==> src/rtl/rename_resolver_n_if.sv <==
// Bus bundle between decode/rename-query, the resolve stage and the issuer.
// The resolver uses the slave view; the producer/consumer side uses the master view.
interface rename_resolver_n_if #(
    parameter int unsigned WIDTH        = 2,
    parameter int unsigned AREG_BITS    = 5,
    parameter int unsigned PREG_BITS    = 6,
    parameter int unsigned TAG_BITS     = 2,
    parameter int unsigned PAYLOAD_BITS = 96
);
    logic                          i_valid;
    logic                          o_ready;
    logic [WIDTH*AREG_BITS-1:0]    i_rd;
    logic [WIDTH*AREG_BITS-1:0]    i_rs1;
    logic [WIDTH*AREG_BITS-1:0]    i_rs2;
    logic [WIDTH-1:0]              i_writes;
    logic [WIDTH-1:0]              i_jumps;
    logic [WIDTH*PAYLOAD_BITS-1:0] i_payload;
    logic [WIDTH*PREG_BITS-1:0]    i_q_rs1;
    logic [WIDTH*PREG_BITS-1:0]    i_q_rs2;
    logic [WIDTH*PREG_BITS-1:0]    i_q_rn;
    logic [WIDTH-1:0]              i_q_rn_ok;
    logic [WIDTH-1:0]              o_alloc;
    logic                          o_valid;
    logic                          i_ready;
    logic [WIDTH*PREG_BITS-1:0]    o_rs1;
    logic [WIDTH*PREG_BITS-1:0]    o_rs2;
    logic [WIDTH*PREG_BITS-1:0]    o_rn;
    logic [WIDTH*AREG_BITS-1:0]    o_rd;
    logic [WIDTH-1:0]              o_writes;
    logic [WIDTH-1:0]              o_jumps;
    logic [WIDTH*TAG_BITS-1:0]     o_tag;
    logic [WIDTH*PAYLOAD_BITS-1:0] o_payload;
    logic [TAG_BITS-1:0]           o_depth;
    logic                          o_panic;

    modport slave (
        input  i_valid, i_rd, i_rs1, i_rs2, i_writes, i_jumps, i_payload,
               i_q_rs1, i_q_rs2, i_q_rn, i_q_rn_ok, i_ready,
        output o_ready, o_alloc, o_valid, o_rs1, o_rs2, o_rn, o_rd,
               o_writes, o_jumps, o_tag, o_payload, o_depth, o_panic
    );

    modport master (
        output i_valid, i_rd, i_rs1, i_rs2, i_writes, i_jumps, i_payload,
               i_q_rs1, i_q_rs2, i_q_rn, i_q_rn_ok, i_ready,
        input  o_ready, o_alloc, o_valid, o_rs1, o_rs2, o_rn, o_rd,
               o_writes, o_jumps, o_tag, o_payload, o_depth, o_panic
    );
endinterface

==> src/rtl/rename_resolver_n.sv <==
// N-wide rename resolve stage: intra-group RAW forwarding, destination allocation,
// speculation-depth tagging, and a single registered output stage.
module rename_resolver_n #(
    parameter int unsigned WIDTH        = 2,
    parameter int unsigned AREG_BITS    = 5,
    parameter int unsigned PREG_BITS    = 6,
    parameter int unsigned TAG_BITS     = 2,
    parameter int unsigned MAX_DEPTH    = 3,
    parameter int unsigned PAYLOAD_BITS = 96
) (
    input  logic                 clock,
    input  logic                 reset,
    input  logic                 i_halt,
    input  logic                 i_flush,
    input  logic                 i_branch_resolve,
    rename_resolver_n_if.slave   bus
);
    localparam int unsigned CNT_BITS = $clog2(WIDTH + 1);
    localparam int unsigned SUM_BITS = TAG_BITS + CNT_BITS + 1;

    logic [WIDTH-1:0]              need;
    logic                          res_ok, depth_ok, ready, accept;
    logic [CNT_BITS-1:0]           jcnt;
    logic [SUM_BITS-1:0]           depth_sum, depth_eff;
    logic [PREG_BITS-1:0]          src1, src2;
    logic [TAG_BITS-1:0]           jprev;

    logic                          valid_q, valid_d;
    logic                          panic_q, panic_d;
    logic [TAG_BITS-1:0]           depth_q, depth_d;
    logic [WIDTH*PREG_BITS-1:0]    rs1_q, rs1_d, rs2_q, rs2_d, rn_q, rn_d;
    logic [WIDTH*TAG_BITS-1:0]     tag_q, tag_d;
    logic [WIDTH*AREG_BITS-1:0]    rd_q;
    logic [WIDTH-1:0]              writes_q, jumps_q;
    logic [WIDTH*PAYLOAD_BITS-1:0] payload_q;

    // Acceptance: every needed destination must be offered and depth must not overflow.
    always_comb begin
        need   = '0;
        res_ok = 1'b1;
        jcnt   = '0;
        for (int i = 0; i < WIDTH; i++) begin
            need[i] = bus.i_writes[i] && (bus.i_rd[i*AREG_BITS +: AREG_BITS] != '0);
            if (need[i] && !bus.i_q_rn_ok[i]) res_ok = 1'b0;
            jcnt = jcnt + CNT_BITS'(bus.i_jumps[i]);
        end
        depth_sum = SUM_BITS'(depth_q) + SUM_BITS'(jcnt);
        depth_ok  = depth_sum <= SUM_BITS'(MAX_DEPTH);
        ready     = !reset && !i_halt && !i_flush && (!valid_q || bus.i_ready)
                    && res_ok && depth_ok;
        accept    = bus.i_valid && ready;
    end

    assign bus.o_ready = ready;
    assign bus.o_alloc = accept ? need : '0;

    // Source resolution: the youngest older writer in the group wins over the table.
    always_comb begin
        rs1_d = '0;
        rs2_d = '0;
        rn_d  = '0;
        tag_d = '0;
        src1  = '0;
        src2  = '0;
        jprev = depth_q;
        for (int i = 0; i < WIDTH; i++) begin
            src1 = bus.i_q_rs1[i*PREG_BITS +: PREG_BITS];
            src2 = bus.i_q_rs2[i*PREG_BITS +: PREG_BITS];
            for (int j = 0; j < WIDTH; j++) begin
                if (j < i && need[j]) begin
                    if (bus.i_rd[j*AREG_BITS +: AREG_BITS] == bus.i_rs1[i*AREG_BITS +: AREG_BITS])
                        src1 = bus.i_q_rn[j*PREG_BITS +: PREG_BITS];
                    if (bus.i_rd[j*AREG_BITS +: AREG_BITS] == bus.i_rs2[i*AREG_BITS +: AREG_BITS])
                        src2 = bus.i_q_rn[j*PREG_BITS +: PREG_BITS];
                end
            end
            rs1_d[i*PREG_BITS +: PREG_BITS] = src1;
            rs2_d[i*PREG_BITS +: PREG_BITS] = src2;
            rn_d[i*PREG_BITS +: PREG_BITS]  = need[i] ? bus.i_q_rn[i*PREG_BITS +: PREG_BITS] : '0;
            tag_d[i*TAG_BITS +: TAG_BITS]   = jprev;
            jprev = jprev + TAG_BITS'(bus.i_jumps[i]);
        end
    end

    // Output-valid and depth bookkeeping; a resolve with nothing in flight is a panic.
    always_comb begin
        valid_d   = valid_q;
        depth_d   = depth_q;
        panic_d   = panic_q;
        depth_eff = SUM_BITS'(depth_q) + (accept ? SUM_BITS'(jcnt) : '0);
        if (i_flush) begin
            valid_d = 1'b0;
            depth_d = '0;
        end else begin
            if (accept)           valid_d = 1'b1;
            else if (bus.i_ready) valid_d = 1'b0;
            if (i_branch_resolve) begin
                if (depth_eff != '0) depth_d = TAG_BITS'(depth_eff - SUM_BITS'(1));
                else                 panic_d = 1'b1;
            end else begin
                depth_d = TAG_BITS'(depth_eff);
            end
        end
    end

    always_ff @(posedge clock) begin
        if (reset) begin
            valid_q   <= 1'b0;
            panic_q   <= 1'b0;
            depth_q   <= '0;
            rs1_q     <= '0;
            rs2_q     <= '0;
            rn_q      <= '0;
            tag_q     <= '0;
            rd_q      <= '0;
            writes_q  <= '0;
            jumps_q   <= '0;
            payload_q <= '0;
        end else begin
            valid_q <= valid_d;
            panic_q <= panic_d;
            depth_q <= depth_d;
            if (accept) begin
                rs1_q     <= rs1_d;
                rs2_q     <= rs2_d;
                rn_q      <= rn_d;
                tag_q     <= tag_d;
                rd_q      <= bus.i_rd;
                writes_q  <= bus.i_writes;
                jumps_q   <= bus.i_jumps;
                payload_q <= bus.i_payload;
            end
        end
    end

    assign bus.o_valid   = valid_q;
    assign bus.o_rs1     = rs1_q;
    assign bus.o_rs2     = rs2_q;
    assign bus.o_rn      = rn_q;
    assign bus.o_tag     = tag_q;
    assign bus.o_rd      = rd_q;
    assign bus.o_writes  = writes_q;
    assign bus.o_jumps   = jumps_q;
    assign bus.o_payload = payload_q;
    assign bus.o_depth   = depth_q;
    assign bus.o_panic   = panic_q;
endmodule

==> src/flat_wrapper.sv <==
// flat-port wrapper written by rule: the top's interface ports become plain ports
module rename_resolver_n_flat 
#(
    parameter int unsigned WIDTH        = 2,
    parameter int unsigned AREG_BITS    = 5,
    parameter int unsigned PREG_BITS    = 6,
    parameter int unsigned TAG_BITS     = 2,
    parameter int unsigned MAX_DEPTH    = 3,
    parameter int unsigned PAYLOAD_BITS = 96
)
  (clock, reset, i_halt, i_flush, i_branch_resolve, bus_i_valid, bus_i_rd, bus_i_rs1, bus_i_rs2, bus_i_writes, bus_i_jumps, bus_i_payload, bus_i_q_rs1, bus_i_q_rs2, bus_i_q_rn, bus_i_q_rn_ok, bus_i_ready, bus_o_ready, bus_o_alloc, bus_o_valid, bus_o_rs1, bus_o_rs2, bus_o_rn, bus_o_rd, bus_o_writes, bus_o_jumps, bus_o_tag, bus_o_payload, bus_o_depth, bus_o_panic);
  rename_resolver_n_if #(.WIDTH(WIDTH), .AREG_BITS(AREG_BITS), .PREG_BITS(PREG_BITS), .TAG_BITS(TAG_BITS), .PAYLOAD_BITS(PAYLOAD_BITS)) bus_i ();
  input  logic clock;
  input  logic reset;
  input  logic i_halt;
  input  logic i_flush;
  input  logic i_branch_resolve;
  input wire logic [$bits(bus_i.i_valid)-1:0] bus_i_valid;
  input wire logic [$bits(bus_i.i_rd)-1:0] bus_i_rd;
  input wire logic [$bits(bus_i.i_rs1)-1:0] bus_i_rs1;
  input wire logic [$bits(bus_i.i_rs2)-1:0] bus_i_rs2;
  input wire logic [$bits(bus_i.i_writes)-1:0] bus_i_writes;
  input wire logic [$bits(bus_i.i_jumps)-1:0] bus_i_jumps;
  input wire logic [$bits(bus_i.i_payload)-1:0] bus_i_payload;
  input wire logic [$bits(bus_i.i_q_rs1)-1:0] bus_i_q_rs1;
  input wire logic [$bits(bus_i.i_q_rs2)-1:0] bus_i_q_rs2;
  input wire logic [$bits(bus_i.i_q_rn)-1:0] bus_i_q_rn;
  input wire logic [$bits(bus_i.i_q_rn_ok)-1:0] bus_i_q_rn_ok;
  input wire logic [$bits(bus_i.i_ready)-1:0] bus_i_ready;
  output wire logic [$bits(bus_i.o_ready)-1:0] bus_o_ready;
  output wire logic [$bits(bus_i.o_alloc)-1:0] bus_o_alloc;
  output wire logic [$bits(bus_i.o_valid)-1:0] bus_o_valid;
  output wire logic [$bits(bus_i.o_rs1)-1:0] bus_o_rs1;
  output wire logic [$bits(bus_i.o_rs2)-1:0] bus_o_rs2;
  output wire logic [$bits(bus_i.o_rn)-1:0] bus_o_rn;
  output wire logic [$bits(bus_i.o_rd)-1:0] bus_o_rd;
  output wire logic [$bits(bus_i.o_writes)-1:0] bus_o_writes;
  output wire logic [$bits(bus_i.o_jumps)-1:0] bus_o_jumps;
  output wire logic [$bits(bus_i.o_tag)-1:0] bus_o_tag;
  output wire logic [$bits(bus_i.o_payload)-1:0] bus_o_payload;
  output wire logic [$bits(bus_i.o_depth)-1:0] bus_o_depth;
  output wire logic [$bits(bus_i.o_panic)-1:0] bus_o_panic;
  assign bus_i.i_valid = bus_i_valid;
  assign bus_i.i_rd = bus_i_rd;
  assign bus_i.i_rs1 = bus_i_rs1;
  assign bus_i.i_rs2 = bus_i_rs2;
  assign bus_i.i_writes = bus_i_writes;
  assign bus_i.i_jumps = bus_i_jumps;
  assign bus_i.i_payload = bus_i_payload;
  assign bus_i.i_q_rs1 = bus_i_q_rs1;
  assign bus_i.i_q_rs2 = bus_i_q_rs2;
  assign bus_i.i_q_rn = bus_i_q_rn;
  assign bus_i.i_q_rn_ok = bus_i_q_rn_ok;
  assign bus_i.i_ready = bus_i_ready;
  assign bus_o_ready = bus_i.o_ready;
  assign bus_o_alloc = bus_i.o_alloc;
  assign bus_o_valid = bus_i.o_valid;
  assign bus_o_rs1 = bus_i.o_rs1;
  assign bus_o_rs2 = bus_i.o_rs2;
  assign bus_o_rn = bus_i.o_rn;
  assign bus_o_rd = bus_i.o_rd;
  assign bus_o_writes = bus_i.o_writes;
  assign bus_o_jumps = bus_i.o_jumps;
  assign bus_o_tag = bus_i.o_tag;
  assign bus_o_payload = bus_i.o_payload;
  assign bus_o_depth = bus_i.o_depth;
  assign bus_o_panic = bus_i.o_panic;
  rename_resolver_n #(.WIDTH(WIDTH), .AREG_BITS(AREG_BITS), .PREG_BITS(PREG_BITS), .TAG_BITS(TAG_BITS), .MAX_DEPTH(MAX_DEPTH), .PAYLOAD_BITS(PAYLOAD_BITS)) u_core (.clock(clock), .reset(reset), .i_halt(i_halt), .i_flush(i_flush), .i_branch_resolve(i_branch_resolve), .bus(bus_i));
endmodule
==> config.mk <==
export PLATFORM = sky130hd
export DESIGN_NAME = rename_resolver_n_flat
export DESIGN_NICKNAME = d
export VERILOG_FILES = /design/src/rtl/rename_resolver_n_if.sv /design/src/rtl/rename_resolver_n.sv /design/src/flat_wrapper.sv
export SDC_FILE = /design/constraint.sdc
export NUM_CORES = 1
export LEC_CHECK = 0
export ABC_CLOCK_PERIOD_IN_PS = 5600
export CAP_MARGIN = 20
export CORE_AREA = 2 2 205 207
export CTS_CLUSTER_SIZE = 16
export DETAILED_ROUTE_END_ITERATION = 16
export DIE_AREA = 0 0 207 209
export MAX_ROUTING_LAYER = met4
export PLACE_DENSITY_LB_ADDON = 0.12
export RECOVER_POWER = 100
export SYNTH_ARGS = -nofsm -noshare
export SYNTH_HDL_FRONTEND = slang
export SYNTH_SLANG_ARGS = --single-unit
==> constraint.sdc <==
create_clock -name clock -period 5.6 [get_ports clock]
set_input_delay 1.12 -clock clock [delete_from_list [all_inputs] [get_ports clock]]
set_output_delay 1.12 -clock clock [all_outputs]
set_load 0.02 [all_outputs]
Word level (Yosys, flattened, before mapping)
Index checks and enable logic that the tools add are counted.
{"block": "op_classes", "add_sub_neg": 5, "multipliers": 0, "n_div": 0, "n_lt_le_gt_ge": 1, "eq_ne": 3, "shift": 0, "muxes": 14, "bitwise_logic": 2, "reduce_logical": 23}
{"operator": "$mux W6", "count": 6}
{"operator": "$reduce_bool A5 Y1", "count": 3}
{"operator": "$eq A5 B5 Y1", "count": 2}
{"operator": "$logic_and A1 B1 Y1", "count": 10}
{"operator": "$mux W2", "count": 4}
{"operator": "$add A2 B2 Y3", "count": 2}
{"operator": "$logic_not A1 Y1", "count": 6}
{"operator": "$le A5 B2 Y1 const B", "count": 1}
{"operator": "$mux W1", "count": 4}
{"operator": "$reduce_and A3 Y1", "count": 1}
{"operator": "$add A1 B1 Y2", "count": 1}
{"operator": "$add A2 B1 Y2", "count": 1}
{"operator": "$ne A2 B1 Y1 const B", "count": 1}
{"operator": "$not A1 Y1", "count": 2}
{"operator": "$reduce_bool A2 Y1", "count": 1}
{"operator": "$reduce_or A2 Y1", "count": 1}
{"operator": "$sub A2 B1 Y2 const B", "count": 1}
{"operator": "$logic_or A1 B1 Y1", "count": 1}
{"block": "totals", "reg_bits": 250, "latch_bits": 0, "ramBits": 0, "romBits": 0, "input_bits": 271, "output_inout_bits": 253, "wordCells": 59, "n_memories": 0}

Depth between registers and ports, before layout
{"block": "depth", "ltp_word": 13, "mapped_depth": 18, "depth_no_buf": 16}

Worst setup path before layout
No wires, ideal clock.
{"block": "synth_timing", "path_type": "input -> register", "from": "input bus_i_jumps[0]", "to": "register u_core.depth_q[0] (netlist: u_core.bus.o_depth[0])", "setup_ns": 0.132, "arrival_time_ns": 4.337, "required_ns": 5.468, "path_slack_ns": 1.131, "cell_stages": 17, "path_buffers": 2, "cell_sequence": "ha_1 -> ha_1 -> fa_1 -> nor2_1 -> and3_1 -> o2111a_1 -> buf_2 -> buf_4 -> and2_1 -> ha_1 -> fa_1 -> inv_1 -> ha_1 -> nor2b_1 -> mux2_2 -> mux2i_1 -> nor3_1"}
{"block": "synth_via", "elab_chain_cells": 10, "word_cells_on_any_way": 12, "cone_classes": "add/sub (4); order compare (1); eq/ne (1); mux (3); reduce/logical (3)"}
{"item": "start: declaration", "line_no": "flat_wrapper.sv:23", "source": "input wire logic [$bits(bus_i.i_jumps)-1:0] bus_i_jumps;"}
{"item": "$add A1 B1 Y2 *", "line_no": "rename_resolver_n.sv:45", "source": "jcnt = jcnt + CNT_BITS'(bus.i_jumps[i]);"}
{"item": "$add A2 B2 Y3", "line_no": "rename_resolver_n.sv:47", "source": "depth_sum = SUM_BITS'(depth_q) + SUM_BITS'(jcnt);"}
{"item": "$le A5 B2 Y1", "line_no": "rename_resolver_n.sv:48", "source": "depth_ok = depth_sum <= SUM_BITS'(MAX_DEPTH);"}
{"item": "$logic_and A1 B1 Y1", "line_no": "rename_resolver_n.sv:50", "source": "&& res_ok && depth_ok;"}
{"item": "$logic_and A1 B1 Y1", "line_no": "rename_resolver_n.sv:51", "source": "accept = bus.i_valid && ready;"}
{"item": "$mux W2 *", "line_no": "rename_resolver_n.sv:90", "source": "depth_eff = SUM_BITS'(depth_q) + (accept ? SUM_BITS'(jcnt) : '0);"}
{"item": "$add A2 B2 Y3 *", "line_no": "rename_resolver_n.sv:90"}
{"item": "$sub A2 B1 Y2", "line_no": "rename_resolver_n.sv:98", "source": "if (depth_eff != '0) depth_d = TAG_BITS'(depth_eff - SUM_BITS'(1));"}
{"item": "$mux W2", "line_no": "rename_resolver_n.sv:98"}
{"item": "$mux W2", "line_no": "rename_resolver_n.sv:97", "source": "if (i_branch_resolve) begin"}
{"item": "end signal: assignment", "line_no": "rename_resolver_n.sv:122", "source": "depth_q <= depth_d;"}
{"item": "end: declaration", "line_no": "rename_resolver_n.sv:30", "source": "logic [TAG_BITS-1:0] depth_q, depth_d;"}
Mark *: on every way between the ends. The rest lies on a longest branch, timed or not. The select of a mux whose other input is x is not followed.
A chain may end at the register's enable or synchronous reset.

Final worst setup path
{"block": "layout_timing", "from": "input bus_i_jumps[0]", "to": "output bus_o_alloc[0]"}
{"block": "layout_via", "elab_chain_cells": 6}
{"item": "$add A1 B1 Y2", "line_no": "rename_resolver_n.sv:45"}
{"item": "$add A2 B2 Y3", "line_no": "rename_resolver_n.sv:47"}
{"item": "$le A5 B2 Y1", "line_no": "rename_resolver_n.sv:48"}
{"item": "$logic_and A1 B1 Y1", "line_no": "rename_resolver_n.sv:50"}
{"item": "$logic_and A1 B1 Y1", "line_no": "rename_resolver_n.sv:51"}
{"item": "$mux W2", "line_no": "rename_resolver_n.sv:55", "source": "assign bus.o_alloc = accept ? need : '0;"}
{"item": "end: declaration", "line_no": "flat_wrapper.sv:31", "source": "output wire logic [$bits(bus_i.o_alloc)-1:0] bus_o_alloc;"}
Every way passes these cells.

==> flow_summary_export.csv <==
group,metric,value,unit
outcome,status,"finished, violations left",
outcome,violations,"capacitance limit, slew limit",
timing,fin_ws,355,ps
die,std_cell_rows,75,
global_routing,antenna_found_initial,3,
worst_setup_path,worstSetupPathType,"in -> out",
die,fp.dieW,207,um
min_path,worst_hold_path.num_cells,2,
logic_synthesis,syn_avg_cell_area,8.08,um2
timing,fin_tns_setup,0,ps
die,die_area,0.0433,mm2
cts,cts_tree,"built",
cts,htreeDepth,1,
logic_synthesis,synthesis.instances,1120,
logic_synthesis,syn_nets,1398,
logic_synthesis,ys_warn_count,0,
cts,cts_buffers,30,
timing,report.final.setup_viol,0,
cells_and_area,finish.net_count,1867,
timing,hold_viol_final,0,
routing,vias,9132,
cells_and_area,n_fill_cell,4330,
power_and_ir_drop,leakagePower,6.07,nW
power_and_ir_drop,p_sw,0.983,mW
logic_synthesis,ys_types,33,
logic_synthesis,seq_area_frac_synth,55.3,%
power_and_ir_drop,ir_worst_vdd,0.206,mV
global_routing,grt_usage,16.7,%
cts,postCtsHoldBufs,0,
power_and_ir_drop,power_frac_comb,9.4,%
logic_synthesis,synthesis.area,0.00905,mm2
die,initial_utilization,21.9,%
timing,relSlewSlack,-36.6,%
worst_setup_path,cp-startpoint,"bus_i_jumps[0]",
cts,insertion_delay,570,ps
worst_setup_path,worstSetupEndpoint,"bus_o_alloc[0]",
cts,cts.sinks,250,
timing,finalClockSkew,8.42,ps
timing,worst_pin_slew,2050,ps
power_and_ir_drop,clkPwrFrac,47.5,%
placed_design,io_buffers,513,
timing,max_freq,191,MHz
placed_design,dp_hpwl,26.0,mm
worst_setup_path,reg2regPathDepth,8,
routing,ant_nets,0,
logic_synthesis,ys_ff_latch,250,
power_and_ir_drop,total_power,4.22,mW
cts,clk_pin_slew,60,ps
cts,cts_setup_buffers,0,
routing,post_drt_wl_per_cell,17.1,um
timing,finalMaxSlewViolations,335,
worst_setup_path,r2r_slack,1800,ps
routing,drt-initial-drc-count,390,
routing,wl,36.8,mm
routing,drtPass1Iterations,4,
timing,rsz0062_at_grt,"false",
placed_design,pre_cts_slack,371,ps
global_routing,grt_pass1_wl,55.0,mm
routing,viasPerCell,4.24,
cells_and_area,syn2layout_area_growth,71.9,%
worst_setup_path,end_kind,"primary output",
cells_and_area,drive_above_1_share,4.03,%
global_routing,grt_max_degree,175,
global_routing,gr-total-overflow,0,
power_and_ir_drop,seq_power_share,43.1,%
worst_setup_path,cp.required,4480,ps
die,core_area,0.0413,mm2
power_and_ir_drop,p_int,3.24,mW
worst_setup_path,crit_arrival,4130,ps
power_and_ir_drop,pwr_density_cell,271,mW/mm2
placed_design,gp_congestion,0.752,
worst_setup_path,regToRegEndpoint,"u_core.bus.o_payload[170]",
global_routing,grt_pass1_vias,8860,
worst_setup_path,timing.rr.start,"u_core.bus.o_depth[0]",
power_and_ir_drop,power_switching_share,23.3,%
cts,cts_resized,0,
routing,drc_errors,0,
run,max_cap_violations,3,
die,die_y,209,um
min_path,hp-class,"reg -> reg",
die,io_pins,524,
cts,clock_path_buffers,3,
timing,period_needed,5250,ps
timing,period_share,93.7,%
worst_setup_path,worst-path-max-fanout,4,
cts,ctsRootBufferMaster,"clkbuf_16",
worst_setup_path,worstSetupStartpointType,"input pin",
==> cell usage in the layout (no fill, tap or decap), types with 5 or more instances in the layout <==
| master | instances |
|---|---|
| nand3_1 | 8 |
| clkbuf_8 | 9 |
| a21oi_1 | 227 |
| nor2_1 | 23 |
| clkdlybuf4s50_1 | 258 |
| dlygate4sd3_1 | 254 |
| dfxtp_1 | 250 |
| clkbuf_1 | 7 |
| clkbuf_16 | 31 |
| ha_1 | 5 |
| a211oi_1 | 13 |
| a22oi_1 | 6 |
| mux2i_1 | 14 |
| clkinv_2 | 6 |
| xnor2_1 | 7 |
| nand2_1 | 449 |
==> final cells by class <==
class | instances | area, um2 | share of cell area, %
multi-input cells | 782 | 3640 | 23.4
repair buffers | 522 | 5200 | 33.4
diodes | 4 | 10.0 | 0.0643
clock buffers | 46 | 912 | 5.86
inverters | 3 | 11.3 | 0.0724
well taps | 539 | 674 | 4.33
flip-flops and latches | 250 | 5000 | 32.2
clock inverters | 10 | 106 | 0.684
==> registers in the layout (all words and copies together) (netlist names) <==
name / cells
u_core.bus.o_payload: 192
u_core.bus.o_rn: 12
u_core.bus.o_rs1: 12
u_core.bus.o_rs2: 12
u_core.bus.o_rd: 10
u_core.bus.o_tag: 4
u_core.bus.o_depth: 2
u_core.bus.o_jumps: 2
u_core.bus.o_writes: 2
u_core.bus.o_panic: 1
u_core.bus.o_valid: 1
==> metrics by stage <==
step | instances | area, um2 | utilization, % | hold WS, ps
after floorplan | 1120 | 9050 | - | 491
after global placement | 2095 | 14600 | 35.3 | 439
after detailed placement | 2095 | 14600 | 35.3 | 443
after CTS | 2151 | 15600 | 37.7 | 451
after global routing | 2155 | 15600 | 37.7 | 459
final | 2156 | 15600 | 37.7 | 446
==> worst min path at each step <==
stage | from | end | slack (ps)
after floorplan | u_core.bus.o_depth[0] | u_core.bus.o_tag[0] | 490
after global placement | u_core.bus.o_rn[0] | u_core.bus.o_rn[0] | 440
after detailed placement | u_core.bus.o_rn[2] | u_core.bus.o_rn[2] | 440
after CTS | u_core.bus.o_rn[2] | u_core.bus.o_rn[2] | 450
after global routing | u_core.bus.o_rn[2] | u_core.bus.o_rn[2] | 460
final | u_core.bus.o_rn[2] | u_core.bus.o_rn[2] | 450
==> worst max-delay path, cell delays in order <==
cell and delay (ps):
dlygate4sd3_1 630, ha_1 340, ha_1 190, fa_1 350, nor2_1 140, and3_1 250
o2111ai_1 230, nor2_1 140, dlygate4sd3_1 720
==> logic make-up (layout without fill, tap and decap cells) <==
| family | after synthesis | in the layout | synth area share, % |
|---|---|---|---|
| AO/OA/AOI/OAI | 257 | 257 | 15.2 |
| XOR/XNOR | 11 | 11 | 1.06 |
| adder cells (fa/ha/maj) | 7 | 7 | 1.13 |
| buffers and inverters | 88 | 581 | 4.56 |
| flip-flops | 250 | 250 | 55.3 |
| multiplexers | 15 | 15 | 1.67 |
| other | 0 | 4 | 0 |
| AND/OR/NAND/NOR | 492 | 492 | 21.0 |
==> Yosys cell counts (all sizes together) <==
master,number,area share [%]
and2,2,0.14
xnor2,7,0.68
mux2,1,0.12
inv,3,0.12
nor2,23,0.95
a21boi,1,0.083
and3,1,0.069
xor2,4,0.39
a211oi,13,1.1
a21oi,227,13
o21a,1,0.083
buf,48,2.9
nor2b,2,0.14
or4,2,0.21
o211a,2,0.22
clkbuf,37,1.5
nand2b,1,0.069
nor3,2,0.11
a31oi,1,0.069
ha,5,0.69
nor4,2,0.28
a22oi,6,0.50
dfxtp,250,55
o2111a,2,0.25
nand3,8,0.44
fa,2,0.44
o21ai,3,0.29
nand2,449,19
mux2i,14,1.5
o2111ai,1,0.097
==> power by group through the flow <==
stage	combinational [mW]	clock, mW	sequential (mW)
after floorplan	0.0970	0	1.89
after CTS	0.414	2.09	1.82
after global placement	0.411	0	1.86
after global routing	0.427	2.15	1.82
final	0.397	2.01	1.82
after detailed placement	0.411	0	1.86
==> per-layer routing <==
| layer | up-vias | track usage (%) | share of wire [%] |
|---|---|---|---|
| met1 | 4159 | 19.1 | 41 |
| met4 | 0 | 3.62 | 1.9 |
| met5 | - | - | 0 |
| li1 | 4597 | - | - |
| met3 | 48 | 7.11 | 10 |
| met2 | 328 | 27.2 | 47 |
No activity file was read; power rests on OpenSTA's default activity.
